===== src/rtl/div_seq.sv =====
// ============================================================================
//  Module : div_seq
//  Multi-cycle restoring divider (one quotient bit per clock) with a
//  start/busy/done handshake. Optional signed mode enabled by DIV_SIGNED_EN.
//  Revision : 1.0
// ============================================================================
`default_nettype none

module div_seq #(
    parameter int WIDTH = 8
) (
    input  logic             clk,
    input  logic             rst,
    input  logic             start,
    input  logic [WIDTH-1:0] dividend,
    input  logic [WIDTH-1:0] divisor,
`ifdef DIV_SIGNED_EN
    input  logic             sgn,
`endif
    output logic             busy,
    output logic             done,
    output logic [WIDTH-1:0] quotient,
    output logic [WIDTH-1:0] remainder,
    output logic             div0
);

    localparam logic [1:0] S_IDLE = 2'd0;
    localparam logic [1:0] S_RUN  = 2'd1;
    localparam logic [1:0] S_DONE = 2'd2;
    localparam int         CW     = $clog2(WIDTH + 1);

    logic [1:0]       r_state;
    logic [1:0]       w_next;
    logic [CW-1:0]    r_cnt;
    logic [WIDTH-1:0] r_q;
    logic [WIDTH-1:0] r_rem;
    logic [WIDTH-1:0] r_dvs;
    logic             r_zero;
    logic             r_neg_q;
    logic             r_neg_r;

    logic             w_sgn;
    logic             w_accept;
    logic             w_last;
    logic             w_dvd_neg;
    logic             w_dvs_neg;
    logic [WIDTH-1:0] w_dvd_mag;
    logic [WIDTH-1:0] w_dvs_mag;
    logic [WIDTH:0]   w_shift;
    logic [WIDTH:0]   w_trial;
    logic [WIDTH-1:0] w_q_next;
    logic [WIDTH-1:0] w_rem_next;

`ifdef DIV_SIGNED_EN
    assign w_sgn = sgn;
`else
    assign w_sgn = 1'b0;
`endif

    assign w_accept  = start && (r_state != S_RUN);
    assign w_last    = (r_cnt == CW'(1));
    assign w_dvd_neg = w_sgn & dividend[WIDTH-1];
    assign w_dvs_neg = w_sgn & divisor[WIDTH-1];
    assign w_dvd_mag = w_dvd_neg ? (~dividend + 1'b1) : dividend;
    assign w_dvs_mag = w_dvs_neg ? (~divisor + 1'b1) : divisor;

    // Trial difference stays within +/-2^WIDTH, so its MSB is a valid sign bit.
    assign w_shift    = {r_rem, r_q[WIDTH-1]};
    assign w_trial    = w_shift - {1'b0, r_dvs};
    assign w_q_next   = {r_q[WIDTH-2:0], ~w_trial[WIDTH]};
    assign w_rem_next = w_trial[WIDTH] ? w_shift[WIDTH-1:0] : w_trial[WIDTH-1:0];

    always_ff @(posedge clk) begin
        if (rst) begin
            r_state <= S_IDLE;
        end else begin
            r_state <= w_next;
        end
    end

    always_comb begin
        w_next = r_state;
        case (r_state)
            S_IDLE:  if (start) w_next = S_RUN;
            S_RUN:   if (w_last) w_next = S_DONE;
            S_DONE:  w_next = start ? S_RUN : S_IDLE;
            default: w_next = S_IDLE;
        endcase
    end

    always_comb begin
        busy = (r_state == S_RUN);
        done = (r_state == S_DONE);
    end

    always_ff @(posedge clk) begin
        if (rst) begin
            r_cnt     <= '0;
            r_q       <= '0;
            r_rem     <= '0;
            r_dvs     <= '0;
            r_zero    <= 1'b0;
            r_neg_q   <= 1'b0;
            r_neg_r   <= 1'b0;
            quotient  <= '0;
            remainder <= '0;
            div0      <= 1'b0;
        end else if (w_accept) begin
            // A zero divisor keeps the raw dividend so it can be returned as-is.
            r_q     <= (divisor == '0) ? dividend : w_dvd_mag;
            r_rem   <= '0;
            r_dvs   <= w_dvs_mag;
            r_zero  <= (divisor == '0);
            r_cnt   <= (divisor == '0) ? CW'(1) : CW'(WIDTH);
            r_neg_q <= w_dvd_neg ^ w_dvs_neg;
            r_neg_r <= w_dvd_neg;
            if (divisor != '0) begin
                div0 <= 1'b0;
            end
        end else if (r_state == S_RUN) begin
            r_q   <= w_q_next;
            r_rem <= w_rem_next;
            r_cnt <= r_cnt - CW'(1);
            if (w_last) begin
                if (r_zero) begin
                    quotient  <= '1;
                    remainder <= r_q;
                    div0      <= 1'b1;
                end else begin
                    quotient  <= r_neg_q ? (~w_q_next + 1'b1) : w_q_next;
                    remainder <= r_neg_r ? (~w_rem_next + 1'b1) : w_rem_next;
                end
            end
        end
    end

endmodule

`default_nettype wire


===== config.mk =====
export PLATFORM = sky130hd
export DESIGN_NAME = div_seq
export DESIGN_NICKNAME = d
export VERILOG_FILES = /design/src/rtl/div_seq.sv
export SDC_FILE = /design/constraint.sdc
export NUM_CORES = 1
export LEC_CHECK = 0
export ABC_CLOCK_PERIOD_IN_PS = 3310
export CORE_AREA = 2 2 83 85
export CTS_CLUSTER_SIZE = 16
export DETAILED_ROUTE_END_ITERATION = 10
export DIE_AREA = 0 0 85 87
export SLEW_MARGIN = 20
export SYNTH_ARGS = -nofsm -noshare
export SYNTH_HDL_FRONTEND = slang
export SYNTH_SLANG_ARGS = --single-unit
export TNS_END_PERCENT = 1

===== constraint.sdc =====
create_clock -name clk -period 3.31 [get_ports clk]
set_input_delay 0.331 -clock clk [delete_from_list [all_inputs] [get_ports clk]]
set_output_delay 0.331 -clock clk [all_outputs]
set_load 0.01 [all_outputs]

# Yosys cells after proc, flatten, opt, wreduce, memory -nomap -nowiden
# Index checks and enable logic that the tools add are counted.
word_totals:
  reg_bits: 48
  input_bits: 19
  output_inout_bits: 19
  elab_cells: 48
op_classes:
  add_sub_neg: 2
  eq_ne: 7
  muxes: 17
  bitwise_logic: 2
  n_reduce_logical: 11
op_table:
  columns: ["op", "count"]
  rows:
  - ["8-bit 2-to-1 mux", 5]
  - ["4-bit 2-to-1 mux", 3]
  - ["9-bit by 8-bit subtractor with 9-bit output", 1]
  - ["8-bit logical NOT", 1]
  - ["8-bit nonzero test", 1]
  - ["1-bit 2-to-1 mux", 6]
  - ["2-bit by 1-bit inequality test with 1-bit output, second input constant", 3]
  - ["2-bit one-hot mux with 3 select lines", 1]
  - ["2-bit nonzero test", 3]
  - ["4-bit by 1-bit == test with 1-bit output, second input constant", 1]
  - ["2-bit 2-to-1 mux", 2]
  - ["4-bit AND reduction", 1]
  - ["4-bit by 1-bit subtractor with 4-bit output, second input constant", 1]
  - ["3-bit AND reduction", 1]
  - ["2-bit by 1-bit == test with 1-bit output, second input constant", 1]
  - ["2-bit == test, second input constant", 1]
  - ["2-bit logical NOT", 1]
  - ["2-bit inequality test, second input constant", 1]
  - ["1-bit NOT", 2]
  - ["2-bit AND reduction", 1]
  - ["2-bit OR reduction", 1]
  - ["1-bit logical AND", 1]

# Logic depth before layout (Yosys ltp)
# Gate-level depths: netlist (run 1).
depth:
  ltp_word: 4
  mapped_depth: 10
  ltp_nobuf: 9

# Worst setup path after synthesis (run 1)
# OpenSTA, ideal clock, no wires.
synth_path:
  path_kind: "register to register"
  startpoint: "register r_q[7]"
  endpoint: "register remainder[4]"
  setup_time_ns: 0.096
  arrival_ns: 2.253
  required_ns: 3.214
  slack_ns: 0.961
  stages_incl_launch_ff: 11
  path_buffers: 1
  synth_period_minus_slack_ns: 2.349
  path_cell_list: "dfxtp_1 > inv_1 > ha_1 > fa_1 > nor2b_4 > o31a_4 > o41a_1 > buf_6 > a221oi_2 > a211oi_1 > o41ai_2"
synth_via:
  elab_chain_cells: 3
synth_rtl:
  columns: ["item", "line", "rtl"]
  rows:
  - ["from (decl)", "35", "logic [WIDTH-1:0] r_q;"]
  - ["from (signal assigned)", "110", "r_q <= (divisor == '0) ? dividend : w_dvd_mag;"]
  - ["from (signal assigned)", "121", "r_q <= w_q_next;"]
  - ["9-bit by 8-bit subtractor with 9-bit output", "69", "assign w_trial = w_shift - {1'b0, r_dvs};"]
  - ["8-bit 2-to-1 mux", "71", "assign w_rem_next = w_trial[WIDTH] ? w_shift[WIDTH-1:0] : w_trial[WIDTH-1:0];"]
  - ["8-bit 2-to-1 mux", "125", "if (r_zero) begin"]
  - ["to (signal assigned)", "127", "remainder <= r_q;"]
  - ["to (signal assigned)", "131", "remainder <= r_neg_r ? (~w_rem_next + 1'b1) : w_rem_next;"]
  - ["to (decl)", "23", "output logic [WIDTH-1:0] remainder,"]
# No other way between the ends.
# A chain may end at the register's enable or synchronous reset.

# Final worst setup path (run 1)
layout_path:
  startpoint: "register r_q[7]"
  endpoint: "register remainder[2]"
# The elaborated chain is that of the path after synthesis.

==> flow_summary.ini, run 1 <==
[outcome]
status = complete, no violations

[logic_synthesis]
synth.top_cells.by_count = 48 x dfxtp_1, 39 x nor2_1, 25 x a211oi_1, 25 x nand2_1, 22 x nor3_1
synth_ff_type = dfxtp_1
postSynthAreaPerCell_um2 = 8.20
ys_seq_area_share_pct = 37.6
yosysUniqueCellTypes = 46
synth_area_um2 = 2560
synthTopCellsByArea = dfxtp_1 38%, a211oi_1 7.3%, nor2_1 5.7%
synthCells = 312
async_flop_share_pct = 0
synth_edf_count = 0
yosys.cell_count.top_type = dfxtp_1
ys_seq_elements = 48
synth_top_area_share_pct = 37.6
yosys.area.top_type = dfxtp_1
syn_nets = 342
synth_warnings = 0

[sta]
relSlewSlack_pct = 38.0
worstMarginPinSlew_ps = 927
fin_crit_sh_pct = 85.3
rsz0062_at_grt = no
setup_viol = 0
hold_viol = 0
min_period_ps = 2820
whs_ps = 458
fin_tns_setup_ps = 0
drv_slew = 0
fmax_mhz = 354
clock_skew_ps = 3.74

[grt]
grt_max_degree = 45
grt_pass1_wl_um = 10600
overflow = 0
grt_pass1_vias = 2202
antenna_found_initial = 0
grtUsageTotal_pct = 17.8

[power]
p_per_area_nw_per_um2 = 475
clkPwrFrac_pct = 23.2
peakVddDrop_v = 0.000335
combPwrFrac_pct = 31.5
total_leakage_power_nw = 1.14
p_sw_mw = 0.482
p_int_mw = 0.965
seqPwrFrac_pct = 45.4
swShare_pct = 33.3

[flow_run]
cap_violations = 0

[routing]
drc = 0
drtPass1Iterations = 4
vias = 2305
wl_um = 6300
first_iter_violations = 159
ant_nets = 0
avgRoutedWirePerCell_um = 15.0
routed_via_density = 5.50

[clock_tree]
cts_num_sinks = 48
cts_made_buffers = 5
cts_hold_buf = 0
ctsHtreeMaxLevel = 2
clk_path_buf_depth = 2
ctsResizeCount = 0
insertion_delay_ps = 300
cts_tree = done
post-cts-setup-buffer-count = 0
path_clk_slew_ps = 90
clockRootBuffer = clkbuf_8

[setup_path]
ff2ff_setup_slack_ps = 490
cp_top_family = compound AO/OA/AOI/OAI gates
cp_slowest_cell = fa_1
slowest_delay_ps = 440
end_kind = flip-flop
required_ps = 3500
timing.critical_path.buf_inv = 1
arrival_ps = 3010
start_kind = flip-flop
path_class = reg -> reg
cp_cell_sequence = inv_1 -> ha_1 -> fa_1 -> nor2b_4 -> o31a_4 -> o41a_1 -> and2_2 -> a211oi_1 -> o41ai_1
crit_fanout = 13

[floorplanning]
io_pins = 38
chipWidth_um = 85
dieArea_um2 = 7400
start_util_pct = 39.0
rows = 30
fp.coreArea_um2 = 6570
die_y_um = 87

[final_layout]
fillers = 653
layout.nets = 369
drive_gt1_share_pct = 5.90
antenna_cells = 0
syn2layout_area_growth_pct = 19.1

[placement]
dp_hpwl_um = 4430
io_buffers = 37
gp_congestion = 0.806

[hold_path]
hp-class = reg -> reg
[through the flow]
step | setup WS [ps] | cell area [um^2] | std cells | total power, mW | util (%)
detailed placement | 507 | 2970 | 412 | 1.12 | 45.2
global route | 281 | 3050 | 419 | 1.55 | 46.4
floorplan | 961 | 2560 | 312 | 0.999 | -
global placement | 575 | 2970 | 412 | 1.12 | 45.2
finish | 488 | 3050 | 419 | 1.45 | 46.4
CTS | 467 | 3050 | 419 | 1.45 | 46.4
[cell families after synthesis]
kind of cell               Yosys count  share of synthesized area (%)
AOI/OAI and AO/OA                   80                           22.8
xor gates and xnor gates             3                           1.03
adders and majority gates           11                           5.67
buffers and inverters               38                           6.01
DFF                                 48                           37.6
muxes                               10                           3.96
and+or+nand+nor                    122                           23.0
[tightest hold or removal path, cell delays in order (launching register included)]
cell	delay (ps)
dfxtp_1	310
nand2_1	50
a21oi_1	50
[area by class of cell]
type | instances | area (um^2) | share of cell area (%)
Multi-Input combinational cell | 226 | 1440 | 47.4
Sequential cell | 48 | 961 | 31.5
Timing Repair Buffer | 41 | 400 | 13.1
Tap cell | 80 | 100 | 3.29
Clock buffer | 6 | 72.6 | 2.38
Inverter | 17 | 63.8 | 2.09
Clock inverter | 1 | 5.00 | 0.164
[cells in the final DEF, fill, tap and decap left out, types with 4 or more instances in the layout]
master,netlist,final
nor3_1,22,22
nand3_1,6,6
mux2i_1,9,9
clkbuf_8,0,5
nor2b_1,11,11
nand2_1,25,25
o41ai_1,4,4
a21oi_1,19,19
buf_4,0,4
o21ai_0,7,7
nand3b_1,7,7
nor2_1,39,39
dfxtp_1,48,48
ha_1,10,10
a22oi_1,4,4
clkdlybuf4s50_1,0,37
nor4_1,4,4
inv_1,16,16
a211oi_1,25,25
[path summary, 6_finish.rpt]
kind | startpoint | cells after the start | to
setup / recovery | r_q[7] | 9 | remainder[2]
hold / removal | r_dvs[2] | 2 | r_dvs[2]
setup reg to reg | r_q[7] | 9 | remainder[2]
hold reg to reg | r_dvs[2] | 2 | r_dvs[2]
[layer usage]
layer | global-route usage [%] | routed length (um) | vias up
met5 | 0 | 0 | -
met4 | 4.76 | 30 | 0
met3 | 3.51 | 209 | 2
met2 | 28.4 | 2980 | 51
met1 | 24.7 | 3090 | 1084
li1 | - | - | 1168
[power groups by stage]
stage               sequential [mW]  combinational, mW  clock [mW]
CTS                           0.656              0.456       0.342
finish                        0.656              0.455       0.335
floorplan                     0.656              0.343           0
detailed placement            0.669              0.454           0
global route                  0.662              0.512       0.371
global placement              0.669              0.452           0
[flip-flops by register name (all words and copies together), names as in the netlist]
signal,cells
r_rem,8
r_q,8
r_state,2
r_zero,1
quotient,8
div0,1
r_cnt,4
r_dvs,8
remainder,8
Power figures use the tool's default switching activity.
==> inputs of run 2 (changes only) <==
--- a/config.mk
+++ b/config.mk
@@ -6,6 +6,7 @@
 export NUM_CORES = 1
 export LEC_CHECK = 0
 export ABC_CLOCK_PERIOD_IN_PS = 3310
+export CAP_MARGIN = 20
 export CORE_AREA = 2 2 83 85
 export CTS_CLUSTER_SIZE = 16
 export DETAILED_ROUTE_END_ITERATION = 10
==> results of run 2 <==
Final layout, timing and power as in run 1 (identical DEF).
